File: src/rtl/stream_demux_1xn_if.sv
// Stream bundle for the 1-to-N demux: one producer-facing port and N consumer-facing channels.
// The demux itself connects through the slave modport; the driving side uses master.
interface stream_demux_1xn_if #(
  parameter int WIDTH = 8,
  parameter int N     = 4,
  parameter int SEL_W = $clog2(N)
);
  logic               in_valid;
  logic               in_ready;
  logic [WIDTH-1:0]   in_data;
  logic [SEL_W-1:0]   in_sel;
  logic               in_bcast;
  logic [N-1:0]       out_valid;
  logic [N-1:0]       out_ready;
  logic [N*WIDTH-1:0] out_data;

  modport master (
    output in_valid, in_data, in_sel, in_bcast, out_ready,
    input  in_ready, out_valid, out_data
  );

  modport slave (
    input  in_valid, in_data, in_sel, in_bcast, out_ready,
    output in_ready, out_valid, out_data
  );
endinterface

File: src/rtl/stream_demux_1xn.sv
// Registered 1-to-N stream demux: unicast by select or broadcast to all channels,
// one holding slot per channel, and a saturating counter of beats with an out-of-range select.
module stream_demux_1xn #(
  parameter int WIDTH = 8,
  parameter int N     = 4,
  parameter int SEL_W = $clog2(N)
) (
  input  logic             clk,
  input  logic             rst,
  stream_demux_1xn_if.slave bus,
  output logic [7:0]       drop_cnt
);

  logic [N-1:0]       vld_reg;
  logic [WIDTH-1:0]   dat_reg [N];
  logic [N-1:0]       free;
  logic [N-1:0]       sel_hit;
  logic [N-1:0]       load;
  logic [N*WIDTH-1:0] out_data_flat;
  logic               sel_ok;
  logic               in_ready;
  logic               accept;
  logic               drop;
  logic [7:0]         drop_cnt_reg;

  // One-hot decode of the select keeps every channel lookup in range, even when N is not a power of 2.
  for (genvar gi = 0; gi < N; gi++) begin : g_decode
    assign sel_hit[gi] = (bus.in_sel == SEL_W'(gi));
    assign free[gi]    = !vld_reg[gi] || bus.out_ready[gi];
  end

  assign sel_ok = |sel_hit;

  always_comb begin
    in_ready = 1'b0;
    if (!rst) begin
      if (bus.in_bcast) begin
        in_ready = &free;
      end else if (sel_ok) begin
        in_ready = |(sel_hit & free);
      end else begin
        in_ready = 1'b1;
      end
    end
  end

  assign accept = bus.in_valid && in_ready;
  assign drop   = accept && !bus.in_bcast && !sel_ok;
  assign load   = {N{accept}} & (bus.in_bcast ? {N{1'b1}} : sel_hit);

  // A load wins over a drain on the same edge, so a busy channel still moves one beat per cycle.
  for (genvar gi = 0; gi < N; gi++) begin : g_slot
    always_ff @(posedge clk) begin
      if (rst) begin
        vld_reg[gi] <= 1'b0;
        dat_reg[gi] <= '0;
      end else if (load[gi]) begin
        vld_reg[gi] <= 1'b1;
        dat_reg[gi] <= bus.in_data;
      end else if (bus.out_ready[gi]) begin
        vld_reg[gi] <= 1'b0;
        dat_reg[gi] <= '0;
      end
    end

    assign out_data_flat[gi*WIDTH +: WIDTH] = dat_reg[gi];
  end

  always_ff @(posedge clk) begin
    if (rst) begin
      drop_cnt_reg <= '0;
    end else if (drop && (drop_cnt_reg != 8'hFF)) begin
      drop_cnt_reg <= drop_cnt_reg + 8'd1;
    end
  end

  assign bus.in_ready  = in_ready;
  assign bus.out_valid = vld_reg;
  assign bus.out_data  = out_data_flat;
  assign drop_cnt      = drop_cnt_reg;

endmodule

File: src/flat_wrapper.sv
// flat-port wrapper written by rule: the top's interface ports become plain ports
module stream_demux_1xn_flat 
#(
  parameter int WIDTH = 8,
  parameter int N     = 4,
  parameter int SEL_W = $clog2(N)
)
  (clk, rst, drop_cnt, bus_in_valid, bus_in_data, bus_in_sel, bus_in_bcast, bus_out_ready, bus_in_ready, bus_out_valid, bus_out_data);
  stream_demux_1xn_if #(.WIDTH(WIDTH), .N(N), .SEL_W(SEL_W)) bus_i ();
  input  logic clk;
  input  logic rst;
  output logic [7:0] drop_cnt;
  input wire logic [$bits(bus_i.in_valid)-1:0] bus_in_valid;
  input wire logic [$bits(bus_i.in_data)-1:0] bus_in_data;
  input wire logic [$bits(bus_i.in_sel)-1:0] bus_in_sel;
  input wire logic [$bits(bus_i.in_bcast)-1:0] bus_in_bcast;
  input wire logic [$bits(bus_i.out_ready)-1:0] bus_out_ready;
  output wire logic [$bits(bus_i.in_ready)-1:0] bus_in_ready;
  output wire logic [$bits(bus_i.out_valid)-1:0] bus_out_valid;
  output wire logic [$bits(bus_i.out_data)-1:0] bus_out_data;
  assign bus_i.in_valid = bus_in_valid;
  assign bus_i.in_data = bus_in_data;
  assign bus_i.in_sel = bus_in_sel;
  assign bus_i.in_bcast = bus_in_bcast;
  assign bus_i.out_ready = bus_out_ready;
  assign bus_in_ready = bus_i.in_ready;
  assign bus_out_valid = bus_i.out_valid;
  assign bus_out_data = bus_i.out_data;
  stream_demux_1xn #(.WIDTH(WIDTH), .N(N), .SEL_W(SEL_W)) u_core (.clk(clk), .rst(rst), .bus(bus_i), .drop_cnt(drop_cnt));
endmodule
File: config.mk
export PLATFORM = sky130hd
export DESIGN_NAME = stream_demux_1xn_flat
export DESIGN_NICKNAME = d
export VERILOG_FILES = /design/src/rtl/stream_demux_1xn_if.sv /design/src/rtl/stream_demux_1xn.sv /design/src/flat_wrapper.sv
export SDC_FILE = /design/constraint.sdc
export NUM_CORES = 1
export LEC_CHECK = 0
export CAP_MARGIN = 0
export CORE_ASPECT_RATIO = 0.6
export CORE_MARGIN = 2
export CORE_UTILIZATION = 39
export DETAILED_ROUTE_END_ITERATION = 10
export PLACE_DENSITY = 0.7
export SETUP_SLACK_MARGIN = 0.2
export SLEW_MARGIN = 5
export SYNTH_ARGS = -nofsm -noshare
export SYNTH_HDL_FRONTEND = slang
export SYNTH_SLANG_ARGS = --single-unit
File: constraint.sdc
create_clock -name clk -period 1.95 [get_ports clk]
set_input_delay 0.39 -clock clk [delete_from_list [all_inputs] [get_ports clk]]
set_output_delay 0.39 -clock clk [all_outputs]
set_load 0.005 [all_outputs]
Word-level counts from Yosys, hierarchy flattened
Memory sizes are Yosys's and may differ from the RTL's.
Cells that the tools add are included.
W data, S select, Z words.
{"block": "word_totals", "ff_bits": 12, "latchBits": 0, "ram_bits": 32, "rom_bits": 0, "input_bits": 18, "out_inout_bits": 45, "memories": 1}
{"name": "u_core.dat_reg", "words": 4, "width": 8, "rd": 4, "rd_ports_with_merged_regs": 0, "wr": 4, "line": "stream_demux_1xn.sv:15", "source": "logic [WIDTH-1:0] dat_reg [N];"}
{"block": "classes", "addsub": 1, "mul": 0, "n_div": 0, "magnitude_cmp": 0, "eq_ne": 4, "n_shift": 0, "muxes": 50, "n_bitwise": 10, "reduce_logical": 22}
{"op": "$mux W8", "count": 8}
{"op": "$mux W1", "count": 41}
{"op": "$add A8 B1 Y8 const B", "count": 1}
{"op": "$and A4 B4 Y4", "count": 2}
{"op": "$ne A8 B8 Y1 const B", "count": 1}
{"op": "$or A1 B1 Y1", "count": 8}
{"op": "$reduce_bool A2 Y1", "count": 4}
{"op": "$reduce_or A4 Y1", "count": 2}
{"op": "$logic_not A1 Y1", "count": 6}
{"op": "$eq A2 B2 Y1 const B", "count": 2}
{"op": "$logic_and A1 B1 Y1", "count": 4}
{"op": "$logic_or A1 B1 Y1", "count": 4}
{"op": "$mux W4", "count": 1}
{"op": "$reduce_and A4 Y1", "count": 1}
{"op": "$eq A2 B1 Y1 const B", "count": 1}
{"op": "$logic_not A2 Y1", "count": 1}

Depth between registers and ports, before layout
{"block": "depth", "ltp_word": 14, "depth_mapped": 5}

Least setup slack after synthesis
OpenSTA, ideal clock, no wires.
{"block": "synth_path", "path_kind": "input -> register", "startpoint": "input bus_out_ready[1]", "endpoint": "memory u_core.dat_reg[1][0], enable pin", "arrival_ns": 1.635, "t_required_ns": 1.566, "slack_ns": -0.069, "stages": 4, "cell_sequence": "nand2b_4 > nand3b_1 > mux2_2 > o21ai_0"}
{"element": "from (decl)", "line": "flat_wrapper.sv:17", "source": "input wire logic [$bits(bus_i.out_ready)-1:0] bus_out_ready;"}
{"element": "to (decl)", "line": "stream_demux_1xn.sv:15"}

Worst setup path after layout
{"block": "layout_path", "startpoint": "input bus_out_ready[2]", "endpoint": "output bus_in_ready"}
{"block": "layout_via", "elab_chain_cells": 6, "word_cells_on_any_way": 7, "cone_classes": "3 x mux; 1 x bitwise; 3 x reduce/logical"}
{"element": "$logic_or A1 B1 Y1 (*)", "line": "stream_demux_1xn.sv:29", "source": "assign free[gi] = !vld_reg[gi] || bus.out_ready[gi];"}
{"element": "$and A4 B4 Y4", "line": "stream_demux_1xn.sv:40", "source": "in_ready = |(sel_hit & free);"}
{"element": "$reduce_or A4 Y1", "line": "stream_demux_1xn.sv:40"}
{"element": "$mux W1", "line": "stream_demux_1xn.sv:39", "source": "end else if (sel_ok) begin"}
{"element": "$mux W1 (*)", "line": "stream_demux_1xn.sv:37", "source": "if (bus.in_bcast) begin"}
{"element": "$mux W1 (*)", "line": "stream_demux_1xn.sv:36", "source": "if (!rst) begin"}
{"element": "to (decl)", "line": "flat_wrapper.sv:18", "source": "output wire logic [$bits(bus_i.in_ready)-1:0] bus_in_ready;"}
Every way passes the cells marked *; elsewhere a longest branch is shown, timed or not.

==> flow_summary.yaml <==
logic_synthesis:
  syn_avg_cell_area_um2: 13.00
  yosysSeqAreaShare_pct: 70.02
  synth_seq_cells: 44
  synth_area_um2: 1715
  syn_nets: 150
  synth_enable_flop_cells: 32
  netlist_instances: 132
  synth_flop_cell: "edfxtp_1"
  yosysUniqueCellTypes: 25
  ys_warn_count: 0
  postSynth.asyncResetShare_pct: 0
cts:
  cts.clk_slew.worst_paths_ps: 80
  htree_num_levels: 2
  cts_buffers: 5
  clock_sinks: 44
  cts_tree: "done"
  cts_root_buffer: "clkbuf_8"
  clk_latency_ps: 300
  clock_path_buffers: 2
  ctsHoldBuffers: 0
routing:
  wl_per_cell_um: 15.11
  drt_first_pass_iters: 4
  antenna_left: 0
  drc: 0
  drt_iter0_markers: 53
  routed_wl_mm: 4.292
  viasPerCell: 4.665
  vias: 1325
sta:
  fin_crit_ps: 1699
  maxSlewViolCount: 0
  period_share_pct: 87.11
  tightest_slew_ps: 285.4
  final_hold_viol_count: 0
  finalSetupViolations: 0
  slew_headroom_pct: 80.95
  rsz0062_at_grt: "yes"
  fmax_mhz: 588.7
  clock_skew_ps: 7.623
  timing.setup.tns_ps: 0
setup_path:
  cp_slowest_stage_delay_ps: 260
  cp-start-kind: "primary input"
  reg2reg_from: "u_core.bus.out_valid[2]"
  r2r_end: "u_core.dat_reg[3][4]"
  crit_path_end: "bus_in_ready"
  ff2ff_path_depth: 7
  crit_cells: 5
  path_cells: "clkdlybuf4s15_2 > nand2b_4 > o211ai_1 > a311oi_2 > buf_2"
  cp_top_family: "compound AO/OA/AOI/OAI gates"
  path_buf_inv: 2
  cp.arrival_ps: 1310
  cp_max_fo: 4
  crit_required_ps: 1560
  end_kind: "output pin"
  critPathSlowestCell: "o211ai_1"
  startpoint: "bus_out_ready[2]"
  rrSetupSlack_ps: 280
  worstSetupPathType: "primary input to output pin"
layout:
  final_cell_mix: "clkdlybuf4s50_1, nor2_1, edfxtp_1"
  layout-drive-gt1-share_pct: 27.23
  insertedDiodeCount: 0
  stdcell_area_um2: 2738
  area_delta_synth_final_pct: 59.59
  post-route-util_pct: 65.71
  final_nets: 241
  largest_register_ffs: 32
  final_common_cell: "clkdlybuf4s50_1"
power_and_ir_drop:
  switching_power_uw: 487.5
  peakVddDrop_mv: 0.3656
  totalPowerFinal_uw: 2145
  pwr-share-comb_pct: 17.1
  p_seq_share_pct: 50.7
  sw_frac_of_total_pct: 22.72
  p_per_area_nw_per_um2: 783.6
  p_leak_uw: 0.001081
  clkPwrFrac_pct: 32.2
  p_int_uw: 1658
die:
  num_rows: 18
  core_um2: 4167
  start_util_pct: 41.17
  chipHeight_um: 55.37
  die_w_um: 89.62
  die-area_um2: 4962
  pin_count: 63
grt:
  antenna_found_initial: 0
  grt_pass1_wl_mm: 6.534
  grt_overflow: 0
  grt_pass1_vias: 1272
  grt_use_total_pct: 17.78
  grt_max_degree: 19
placed_design:
  hpwlAfterDp_mm: 3.218
  port_buffers: 62
  gp_congestion: 0.8829
  place_area_um2: 2560
min_path:
  min_path_type: "flop to flop"
job:
  cap_viol_max_count: 0
run_status:
  status: "complete, no violations"
## routing by layer
metal | GRT usage, % | wire [µm] | vias to the layer above
met1 | 25.61 | 1988 | 629
met5 | 0 | 0 | -
met2 | 25.84 | 1984 | 49
li1 | - | - | 642
met3 | 4.185 | 261 | 5
met4 | 7.036 | 58 | 0
## cell type report
type	count	area, µm²
Tap cell	60	75.07
Inverter	3	11.26
Timing Repair Buffer	89	845.8
Sequential cell	44	1205
Clock buffer	5	68.82
Fill cell	319	1429
Clock inverter	3	42.54
Multi-Input combinational cell	80	489.2
## cell families (layout without fill, tap and decap cells)
| logic type | Yosys count | in the layout | share of synthesized area (%) |
|---|---|---|---|
| compound gates | 16 | 16 | 8.388 |
| simple gates | 63 | 63 | 17.87 |
| mux | 1 | 1 | 0.6564 |
| buf+inv | 8 | 100 | 3.063 |
| flops | 44 | 44 | 70.02 |
## metrics by stage
stage	hold WS [ps]	setup slack, ps	instances
2_1_floorplan	462.1	215.9	132
3_3_place_gp	453.0	-414.5	270
3_5_place_dp	458.7	-440.7	270
4_1_cts	473.6	198.5	282
5_1_grt	484.8	168.3	284
6_report	472.9	251.3	284
## power groups by stage
| stage | clock, µW | combinational, µW | sequential, µW |
|---|---|---|---|
| CTS | 702 | 362 | 1090 |
| finish | 690 | 368 | 1090 |
| detailed placement | 0 | 353 | 1110 |
| floorplan | 0 | 120 | 1110 |
| global route | 729 | 395 | 1090 |
| global placement | 0 | 346 | 1110 |
## timing repair
item | 4_1_cts | 5_1_grt
endpoints found under the hold margin | 0 | 0
setup buffers | 4 | 2
resized for setup | 20 | 11
pin swaps | 4 | 6
setup endpoints to repair | 51 | 43
## synth_stat cells, drive strengths merged (2+ instances only)
master	n	area, µm²
a21oi	3	15.01
a311o	2	20.02
buf	3	33.78
clkbuf	2	7.510
dfxtp	12	240.2
edfxtp	32	960.9
inv	3	11.26
nand2	8	30.03
nand2b	5	56.31
nand3b	2	15.01
nor2	38	142.6
nor2b	8	50.05
o21ai	4	27.52
o22ai	4	37.53
## how the worst min path moves through the flow
stage	startpoint	end	slack, ps	cells after the start
4_1_cts	u_core.drop_cnt[6]	u_core.drop_cnt[6]	470	1
5_1_grt	u_core.drop_cnt[4]	u_core.drop_cnt[4]	480	1
6_report	u_core.drop_cnt[5]	u_core.drop_cnt[5]	470	1
3_5_place_dp	u_core.drop_cnt[6]	u_core.drop_cnt[6]	460	1
2_1_floorplan	u_core.drop_cnt[0]	u_core.drop_cnt[0]	460	1
3_3_place_gp	u_core.drop_cnt[4]	u_core.drop_cnt[4]	450	1
Note: power is estimated with default switching activity, not from simulation.
